### config.mk
export PLATFORM = sky130hd
export DESIGN_NAME = zx_int_ctrl
export DESIGN_NICKNAME = d
export VERILOG_FILES = /design/src/rtl/zxnet_pkg.sv /design/src/rtl/sync_bit.sv /design/src/rtl/zx_int_ctrl.sv
export SDC_FILE = /design/constraint.sdc
export NUM_CORES = 1
export LEC_CHECK = 0
export CAP_MARGIN = 10
export CORE_MARGIN = 2
export CORE_UTILIZATION = 52
export DETAILED_ROUTE_END_ITERATION = 16
export MAX_ROUTING_LAYER = met4
export PLACE_DENSITY = 0.91
export SLEW_MARGIN = 20
export SYNTH_ARGS = -nofsm -noshare
export SYNTH_HDL_FRONTEND = slang
export SYNTH_SLANG_ARGS = --single-unit
### constraint.sdc
create_clock -name clk -period 4.2 [get_ports clk]
set_input_delay 0.84 -clock clk [delete_from_list [all_inputs] [get_ports clk]]
set_output_delay 0.84 -clock clk [all_outputs]
set_load 0.02 [all_outputs]
### src/rtl/zxnet_pkg.sv
// Shared constants for the ZX network card interrupt path: FSM encoding and pulse timing defaults.
package zxnet_pkg;

  localparam logic [1:0] ST_IDLE   = 2'b00;
  localparam logic [1:0] ST_ASSERT = 2'b01;
  localparam logic [1:0] ST_HOLD   = 2'b10;

  localparam int unsigned INT_WIDTH_DEFAULT = 32;
  localparam int unsigned HOLDOFF_DEFAULT   = 16;

  typedef enum logic [1:0] {
    StIdle   = ST_IDLE,
    StAssert = ST_ASSERT,
    StHold   = ST_HOLD
  } zx_int_state_e;

  function automatic int unsigned max_u(input int unsigned a, input int unsigned b);
    return (a > b) ? a : b;
  endfunction

endpackage

### src/rtl/sync_bit.sv
// Multi-stage single-bit synchroniser with asynchronous active-low reset to a chosen level.
module sync_bit #(
  parameter int unsigned STAGES    = 2,
  parameter logic        RESET_VAL = 1'b0
) (
  input  logic clk_i,
  input  logic rst_ni,
  input  logic d_i,
  output logic q_o
);

  logic [STAGES-1:0] sync_q;

  always_ff @(posedge clk_i or negedge rst_ni) begin
    if (!rst_ni) begin
      sync_q <= {STAGES{RESET_VAL}};
    end else begin
      sync_q <= {sync_q[STAGES-2:0], d_i};
    end
  end

  assign q_o = sync_q[STAGES-1];

endmodule

### src/rtl/zx_int_ctrl.sv
// Interrupt controller: synchronises and masks card interrupt sources and sequences a
// fixed-width, re-armable /INT pulse onto the ZX bus with a hold-off gap between pulses.
module zx_int_ctrl
  import zxnet_pkg::*;
#(
  parameter int unsigned SYNC_STAGES = 2,
  parameter int unsigned INT_WIDTH   = INT_WIDTH_DEFAULT,
  parameter int unsigned HOLDOFF     = HOLDOFF_DEFAULT
) (
  input  logic       clk,
  input  logic       rst_n,
  input  logic       w5300_int_n,
  input  logic       sl811_intrq,
  input  logic       ena_w5300_int,
  input  logic       ena_sl811_int,
  input  logic       ena_zxbus_int,
  input  logic       int_ack,
  output logic       internal_int,
  output logic       src_w5300,
  output logic       src_sl811,
  output logic       zx_int_n,
  output logic [1:0] int_state
);

  localparam int unsigned CntW = $clog2(max_u(INT_WIDTH, HOLDOFF)) + 1;
  localparam logic [CntW-1:0] IntLoad  = CntW'(INT_WIDTH - 1);
  localparam logic [CntW-1:0] HoldLoad = CntW'(HOLDOFF - 1);

  zx_int_state_e   state_q, state_d;
  logic [CntW-1:0] cnt_q, cnt_d;
  logic            internal_int_q;
  logic            zx_int_n_q;
  logic            pending;

  sync_bit #(
    .STAGES    (SYNC_STAGES),
    .RESET_VAL (1'b0)
  ) u_sync_w5300 (
    .clk_i  (clk),
    .rst_ni (rst_n),
    .d_i    (~w5300_int_n),
    .q_o    (src_w5300)
  );

  sync_bit #(
    .STAGES    (SYNC_STAGES),
    .RESET_VAL (1'b0)
  ) u_sync_sl811 (
    .clk_i  (clk),
    .rst_ni (rst_n),
    .d_i    (sl811_intrq),
    .q_o    (src_sl811)
  );

  assign pending = (src_w5300 & ena_w5300_int) | (src_sl811 & ena_sl811_int);

  always_comb begin
    state_d = state_q;
    cnt_d   = cnt_q;
    unique case (state_q)
      StIdle: begin
        if (internal_int_q && ena_zxbus_int) begin
          state_d = StAssert;
          cnt_d   = IntLoad;
        end
      end
      StAssert: begin
        // Ack and disable share the normal expiry path so the hold-off gap always follows.
        if ((cnt_q == '0) || int_ack || !ena_zxbus_int) begin
          state_d = StHold;
          cnt_d   = HoldLoad;
        end else begin
          cnt_d = cnt_q - CntW'(1);
        end
      end
      StHold: begin
        if (cnt_q == '0) begin
          state_d = StIdle;
        end else begin
          cnt_d = cnt_q - CntW'(1);
        end
      end
      default: begin
        state_d = StIdle;
        cnt_d   = '0;
      end
    endcase
  end

  always_ff @(posedge clk or negedge rst_n) begin
    if (!rst_n) begin
      state_q        <= StIdle;
      cnt_q          <= '0;
      internal_int_q <= 1'b0;
      zx_int_n_q     <= 1'b1;
    end else begin
      state_q        <= state_d;
      cnt_q          <= cnt_d;
      internal_int_q <= pending;
      zx_int_n_q     <= (state_d != StAssert);
    end
  end

  assign internal_int = internal_int_q;
  assign zx_int_n     = zx_int_n_q;
  assign int_state    = state_q;

endmodule
==> results of run 1 <==
## layer usage
layer / vias to the layer above / track usage (%) / part of all wire (%)
met5: - / - / 0
met4: 0 / 16.94 / 2.8
met3: 4 / 4.787 / 4.2
met2: 13 / 39.45 / 50
met1: 298 / 27.74 / 43
li1: 300 / - / -
## cells by family after synthesis
family,after synthesis
simple gates,25
compound gates,24
flops,14
buf+inv,8
xor+xnor,2
fa+ha+maj,1
## flip-flops by register name, indices dropped and copies added (netlist names)
register             flops
int_state                2
cnt_q                    6
u_sync_w5300.sync_q      2
u_sync_sl811.sync_q      2
internal_int             1
zx_int_n                 1
## report_power, final
part | switching (W) | leakage, nW | internal [W]
sequential | 0.0000686 | 0.161 | 0.000175
clock | 0.0000465 | 0.0210 | 0.0000529
combinational | 0.000104 | 0.182 | 0.000106
total | 0.000219 | 0.365 | 0.000334
## per-stage QoR
step / setup slack (ns) / area [sq um] / total power, W / instances
floorplan: 2.532 / 724.4 / 0.0003831 / 74
global placement: 1.960 / 862.1 / 0.0004389 / 99
detailed placement: 1.911 / 862.1 / 0.0004530 / 99
CTS: 1.718 / 898.4 / 0.0005538 / 103
global route: 1.620 / 898.4 / 0.0005871 / 103
finish: 1.717 / 898.4 / 0.0005526 / 103
## cell usage after synthesis (2+ instances only)
cell,count
nor2_1,6
o311ai_0,2
o21ai_0,4
a21oi_1,5
nand2_1,6
inv_1,5
nor2b_1,2
a22o_1,2
clkbuf_1,3
dfrtp_1,13
## area by class of cell
type	count	area share (%)
Sequential cell	14	39.14
Clock buffer	4	4.039
Tap cell	15	2.089
Multi-Input combinational cell	52	38.16
Timing Repair Buffer	13	14.48
Inverter	5	2.089
## path summary, 6_finish.rpt
kind / from / end / slack, ns / cells past startpoint
worst min register to register: u_sync_sl811.sync_q[0]$_DFF_PN0_ / u_sync_sl811.sync_q[1]$_DFF_PN0_ / 0.36 / 0
worst max register to register: cnt_q[0]$_DFFE_PN0P_ / cnt_q[2]$_DFFE_PN0P_ / 2.30 / 5
worst min-delay path: u_sync_sl811.sync_q[0]$_DFF_PN0_ / u_sync_sl811.sync_q[1]$_DFF_PN0_ / 0.36 / 0
worst max-delay path: int_state[1]$_DFF_PN0_ / int_state[1] / 1.72 / 1
min in group asynchronous: rst_n / cnt_q[2]$_DFFE_PN0P_ / 0.92 / 1
max in group asynchronous: rst_n / int_state[1]$_DFF_PN0_ / 2.90 / 1
==> results.toml, run 1 <==
[die]
fp.dieArea_sq_mm = 0.001708
num_io_pins = 14
effective_utilization_at_floorplan_pct = 55.67
die_height_um = 41.33
floorplan.die.width_um = 41.33
floorplan.rows = 13
core_sq_mm = 0.001301

[worst_setup_path]
worstSetupPathType = "reg -> out"
crit_path_max_incr_delay_ns = 0.70
cp_slowest_cell = "clkdlybuf4s50_1"
crit_path_cell_trace = "clkdlybuf4s50_1"
worstSetupStartpointType = "flip-flop"
cp_num_buf_inv = 1
worst_path_dominant_cell_family = "buffers and inverters"
worst-path-max-fanout = 18
cp-end-kind = "output port"
crit_arrival_ns = 1.64
cp.required_ns = 3.36

[sta]
fin_crit_ns = 2.483
rsz0062_at_grt = "false"
fin_worst_hold_slack_ns = 0.3618
final-setup-viol-count = 0
fin_crit_sh_pct = 59.12
setup_tns_ns = 0
worstMarginPinSlew_ns = 0.5932
fin_skew_ns = 0.003976
relSlewSlack_pct = 60.33
report.final.hold_viol_count = 0
timing.fmax_mhz = 402.7
slew_viol_final = 0

[cts]
tritoncts = "done"
clock_tree.root_cell = "clkbuf_4"
clock_sinks = 14
postCtsHoldBufs = 0
clk-insertion-delay-late_ns = 0.29
clock_tree.buffer_depth = 2
post_cts_buffers = 0
cts_htree_levels = 1
ctsResizeCount = 0
numCtsBuffers = 3
cts.clk_slew.worst_paths_ns = 0.09

[synthesis]
number_of_register_bits_inferred_by_synthesis = 14
muxShareOfSynthArea_pct = 0
library_cell_with_the_largest_summed_area_after_synthesis = "dfrtp_1"
synth-main-ff-cell = "dfrtp_1"
ys.warnings.count = 0
syn_nets = 83
synth_top_area_share_pct = 44.91
synth-compound-area-share_pct = 23.49
postSynth.asyncResetShare_pct = 100.0
ys_types = 36
synth_enable_flop_cells = 0
synth_sequential_area_ratio_pct = 48.53
synth-xor-area-share_pct = 2.418
avg_cell_area_syn_sq_um = 9.790
syn_area_sq_um = 724.4
synthAdderAreaFrac_pct = 1.727
synthesis.instances = 74
synth_simple_gate_area_share_pct = 19.69
synth_top_family_by_area = "compound AO/OA/AOI/OAI gates"
synthTopCellsByArea = "dfrtp_1 45%, dfstp_2 3.6%, a21oi_1 3.5%"

[pwr]
leakage_nw = 0.3645
cellPowerDensity_mw_per_mm2 = 615.1
vdd.ir_drop.worst_mv = 0.3005

[status]
outcome = "finished, final reports clean"

[final_layout]
antennaDiodeCount = 0
final_core_utilization_pct = 69.04
area.growth.synth_to_final_pct = 24.01
fin_nets = 98
layout_common_cells = "13 x dfrtp_1, 13 x clkdlybuf4s50_1, 6 x nand2_1, 6 x nor2_1"
fillCellCount = 102
multi_input_comb_area_sq_um = 342.8
drive_above_1_share_pct = 12.50
register_area_sq_um = 351.6

[routing]
post_drt_via_cell_ratio = 5.971
detail-route-antenna-nets = 0
drt_first_pass_iters = 4
drc_errors = 0
routed_wl_mm = 1.573
num_vias = 615
wire_per_inst_um = 15.27
drt_iter0_drc = 7

[placement]
finalWeightedCongestion = 0.9126
hpwl_mm = 1.153
buffer_ports.inserted = 13

[global_routing]
via_count_of_the_first_global_routing_pass = 540
maximum_number_of_pins_on_one_net_before_global_route_repair = 19
globalRoute.totalOverflow = 0
grt_util_all_layers_pct = 24.65
number_of_antenna_violations_at_the_first_check_in_global_routing = 0
grt_pass1_wl_mm = 2.435

[worst_hold_path]
min_path_type = "reg -> reg"

[run]
max-cap-violations = 0
Note: power is estimated with default switching activity, not from simulation.
==> run 2: changes to the inputs <==
Settings changed: CORE_UTILIZATION 52 to 49, PLACE_DENSITY 0.91 to 0.87.
Clock period 4.2 ns to 2.5 ns, I/O delays scaled along.
==> results.toml, run 2 (synthesized netlist as in run 1, its figures left out) <==
[status]
outcome = "finished, final reports clean"

[final_layout]
register_area_sq_um = 351.6
fin_nets = 99
layout_common_cells = "13 x dfrtp_1, 13 x clkdlybuf4s50_1, 6 x nand2_1, 6 x nor2_1"
area.growth.synth_to_final_pct = 25.04
multi_input_comb_area_sq_um = 342.8
fillCellCount = 112
final_cell_area_sq_um = 905.9
antennaDiodeCount = 0
drive_above_1_share_pct = 13.48
registers.top_by_ff_count = "cnt_q"
largest_reg_flops = 6

[cts]
tritoncts = "done"
post_cts_buffers = 0
clock_tree.root_cell = "clkbuf_4"
numCtsBuffers = 3
cts_htree_levels = 1
postCtsHoldBufs = 0
ctsResizeCount = 0
clock_tree.buffer_depth = 2
cts.clk_slew.worst_paths_ns = 0.07
clk-insertion-delay-late_ns = 0.29
clock_sinks = 14

[routing]
drt_iter0_drc = 23
drc_errors = 0
routed_wl_mm = 1.523
drt_first_pass_iters = 4
detail-route-antenna-nets = 0
post_drt_via_cell_ratio = 6.058
num_vias = 630
wire_per_inst_um = 14.64

[pwr]
vdd.ir_drop.worst_mv = 0.5316
cellPowerDensity_mw_per_mm2 = 1033
leakage_nw = 0.3695
p_total_w = 0.0009358

[worst_setup_path]
crit_path_max_incr_delay_ns = 0.69
crit_path_cell_trace = "clkdlybuf4s50_1"
worst_path_dominant_cell_family = "buffers and inverters"
worst-path-max-fanout = 15
worstSetupPathType = "reg -> out"
worstSetupStartpointType = "flip-flop"
cp_num_buf_inv = 1
cp-end-kind = "output port"
cp_slowest_cell = "clkdlybuf4s50_1"
cp.required_ns = 2.00
crit_arrival_ns = 1.60

[global_routing]
via_count_of_the_first_global_routing_pass = 618
grt_pass1_wl_mm = 2.649
globalRoute.totalOverflow = 0
number_of_antenna_violations_at_the_first_check_in_global_routing = 0
maximum_number_of_pins_on_one_net_before_global_route_repair = 18
grt_util_all_layers_pct = 20.72

[sta]
final-setup-viol-count = 0
fin_crit_sh_pct = 83.85
relSlewSlack_pct = 59.80
fin_skew_ns = 0.01800
timing.fmax_mhz = 477.1
setup_tns_ns = 0
report.final.hold_viol_count = 0
slew_viol_final = 0
fin_crit_ns = 2.096
rsz0062_at_grt = "false"
worstMarginPinSlew_ns = 0.6011

[die]
die_height_um = 42.45
core_sq_mm = 0.001334
floorplan.die.width_um = 42.45
fp.dieArea_sq_mm = 0.001802
floorplan.rows = 13
num_io_pins = 14
effective_utilization_at_floorplan_pct = 54.32

[placement]
finalWeightedCongestion = 0.9170
buffer_ports.inserted = 13
hpwl_mm = 1.157
detailed_place.area_sq_um = 869.6

[run]
max-cap-violations = 0

[worst_hold_path]
min_path_type = "reg -> reg"
==> run 2: changes by cell type in the layout (fill, tap and decap cells not counted) <==
cell   previous run  this run
buf_4             0         1
==> run 2: power by group <==
part | total (W) | switching (W) | internal (W)
clock network | 0.000165 | 0.0000764 | 0.0000886
registers | 0.000382 | 0.0000864 | 0.000295
logic | 0.000389 | 0.000202 | 0.000187
==> run 2: per-stage QoR <==
stage          hold slack [ns]  utilization, %  cells  setup slack, ns
2_1_floorplan           0.2044               -     74           0.9161
3_3_place_gp            0.3401           65.20    100           0.5983
3_5_place_dp            0.3380           65.20    100           0.5452
4_1_cts                 0.3668           67.92    104           0.4094
5_1_grt                 0.3720           67.92    104           0.3274
6_report                0.3584           67.92    104           0.4038
==> run 2: final timing paths <==
path | cells past startpoint | slack [ns] | to | from
min | 0 | 0.36 | u_sync_w5300.sync_q[1]$_DFF_PN0_ | u_sync_w5300.sync_q[0]$_DFF_PN0_
min in group asynchronous | 1 | 0.58 | cnt_q[5]$_DFFE_PN0P_ | rst_n
min reg2reg | 0 | 0.36 | u_sync_w5300.sync_q[1]$_DFF_PN0_ | u_sync_w5300.sync_q[0]$_DFF_PN0_
max in group asynchronous | 1 | 1.51 | cnt_q[3]$_DFFE_PN0P_ | rst_n
max | 1 | 0.40 | int_state[0] | int_state[0]$_DFF_PN0_
max reg2reg | 5 | 0.62 | cnt_q[2]$_DFFE_PN0P_ | cnt_q[0]$_DFFE_PN0P_
==> run 2: metal layers <==
metal / GRT usage, % / vias to the layer above / wire, um
met3: 8.621 / 6 / 101
met2: 28.31 / 24 / 722
li1: - / 300 / -
met1: 26.65 / 300 / 652
met4: 9.375 / 0 / 46
met5: - / - / 0
==> run 2: final cells by class <==
cell class                 count  share of cell area, %
clock buffer                   4                  4.006
inverter                       5                  2.072
multi-input combinational     52                  37.85
sequential                    14                  38.81
tap                           15                  2.072
timing repair buffer          14                  15.19
==> run 3: changes to the inputs <==
Settings changed: CORE_UTILIZATION 49 to 44, PLACE_DENSITY 0.87 to 0.83.
Clock period 2.5 ns to 1.9 ns, I/O delays scaled along.
==> results.toml, run 3 (synthesized netlist as in run 1, its figures left out) <==
[sta]
timing.fmax_mhz = 558.5
worstMarginPinSlew_ns = 0.3918
fin_crit_sh_pct = 94.24
fin_crit_ns = 1.790
final-setup-viol-count = 0
relSlewSlack_pct = 73.81
rsz0062_at_grt = "false"
final.setup.worst_slack_ns = 0.1095
slew_viol_final = 0
report.final.hold_viol_count = 0
fin_skew_ns = 0.01208
setup_tns_ns = 0

[routing]
drt_iter0_drc = 13
drt_first_pass_iters = 4
post_drt_via_cell_ratio = 5.862
detail-route-antenna-nets = 0
wire_per_inst_um = 14.17
num_vias = 639
drc_errors = 0
routed_wl_mm = 1.545

[pwr]
cellPowerDensity_mw_per_mm2 = 1324
leakage_nw = 0.3899
vdd.ir_drop.worst_mv = 0.6545

[die]
effective_utilization_at_floorplan_pct = 47.54
fp.dieArea_sq_mm = 0.001987
die_height_um = 44.58
core_sq_mm = 0.001524
floorplan.rows = 14
num_io_pins = 14
floorplan.die.width_um = 44.58

[cts]
clock_tree.root_cell = "clkbuf_4"
postCtsHoldBufs = 0
clock_sinks = 14
tritoncts = "done"
cts.clk_slew.worst_paths_ns = 0.09
clk-insertion-delay-late_ns = 0.28
ctsResizeCount = 0
cts_htree_levels = 1
post_cts_buffers = 0
clock_tree.buffer_depth = 2
numCtsBuffers = 3

[global_routing]
number_of_antenna_violations_at_the_first_check_in_global_routing = 0
globalRoute.totalOverflow = 0
via_count_of_the_first_global_routing_pass = 593
grt_util_all_layers_pct = 19.02
grt_pass1_wl_mm = 2.615
maximum_number_of_pins_on_one_net_before_global_route_repair = 17

[final_layout]
register_area_sq_um = 351.6
antennaDiodeCount = 0
multi_input_comb_area_sq_um = 342.8
area.growth.synth_to_final_pct = 29.36
fin_nets = 103
drive_above_1_share_pct = 17.20
layout_common_cells = "13 x dfrtp_1, 13 x clkdlybuf4s50_1, 6 x nand2_1, 6 x nor2_1"
fillCellCount = 140
largest_reg_flops = 6
registers.top_by_ff_count = "cnt_q"

[placement]
finalWeightedCongestion = 0.9151
detailedPlace.worstSlack_ns = 0.1074
hpwl_mm = 1.171
buffer_ports.inserted = 13

[worst_setup_path]
cp_slowest_cell = "clkdlybuf4s50_1"
worst_path_dominant_cell_family = "buffers and inverters"
crit_path_max_incr_delay_ns = 0.60
cp.required_ns = 1.52
cp_num_buf_inv = 1
crit_path_cell_trace = "clkdlybuf4s50_1"
worst-path-max-fanout = 1
crit_arrival_ns = 1.41
worstSetupStartpointType = "flip-flop"
cp-end-kind = "output port"
worstSetupPathType = "reg -> out"

[status]
outcome = "finished, final reports clean"

[worst_hold_path]
min_path_type = "reg -> reg"

[run]
max-cap-violations = 0
run 3: cell types whose count changed in the layout (fill, tap and decap cells not counted):
cell / change
buf_4: +4
run 3: final cells by class:
class                      instances  area share (%)
tap                               16           2.136
inverter                           5           2.003
clock buffer                       4           3.872
sequential                        14           37.52
timing repair buffer              18           17.89
multi-input combinational         52           36.58
run 3: final timing paths:
| kind | to | slack (ns) | cells after the start | startpoint |
|---|---|---|---|---|
| min in group asynchronous | cnt_q[5]$_DFFE_PN0P_ | 0.40 | 2 | rst_n |
| hold reg to reg | u_sync_w5300.sync_q[1]$_DFF_PN0_ | 0.36 | 0 | u_sync_w5300.sync_q[0]$_DFF_PN0_ |
| max in group asynchronous | zx_int_n$_DFF_PN1_ | 1.27 | 2 | rst_n |
| setup reg to reg | cnt_q[3]$_DFFE_PN0P_ | 0.13 | 6 | cnt_q[0]$_DFFE_PN0P_ |
| setup / recovery | zx_int_n | 0.11 | 1 | zx_int_n$_DFF_PN1_ |
| hold / removal | u_sync_w5300.sync_q[1]$_DFF_PN0_ | 0.36 | 0 | u_sync_w5300.sync_q[0]$_DFF_PN0_ |
run 3: metal layers:
metal / vias up / part of all wire, % / global-route usage (%)
met5: - / 0 / -
met3: 6 / 4.5 / 4.898
li1: 305 / - / -
met2: 23 / 49 / 28.70
met4: 0 / 2.7 / 9.091
met1: 305 / 44 / 23.58
run 3: stage by stage:
stage | power (W) | instances | area [sq um] | hold slack [ns] | utilization [%]
2_1_floorplan | 0.0008470 | 74 | 724.4 | 0.08441 | -
3_3_place_gp | 0.001009 | 105 | 900.9 | 0.3414 | 59.11
3_5_place_dp | 0.001022 | 105 | 900.9 | 0.3357 | 59.11
4_1_cts | 0.001248 | 109 | 937.1 | 0.3623 | 61.49
5_1_grt | 0.001333 | 109 | 937.1 | 0.3829 | 61.49
6_report | 0.001241 | 109 | 937.1 | 0.3563 | 61.49
run 3: where the power goes:
part / switching, W / internal (W)
Clock: 0.0000969 / 0.000116
Combinational: 0.000270 / 0.000264
Sequential: 0.000105 / 0.000389
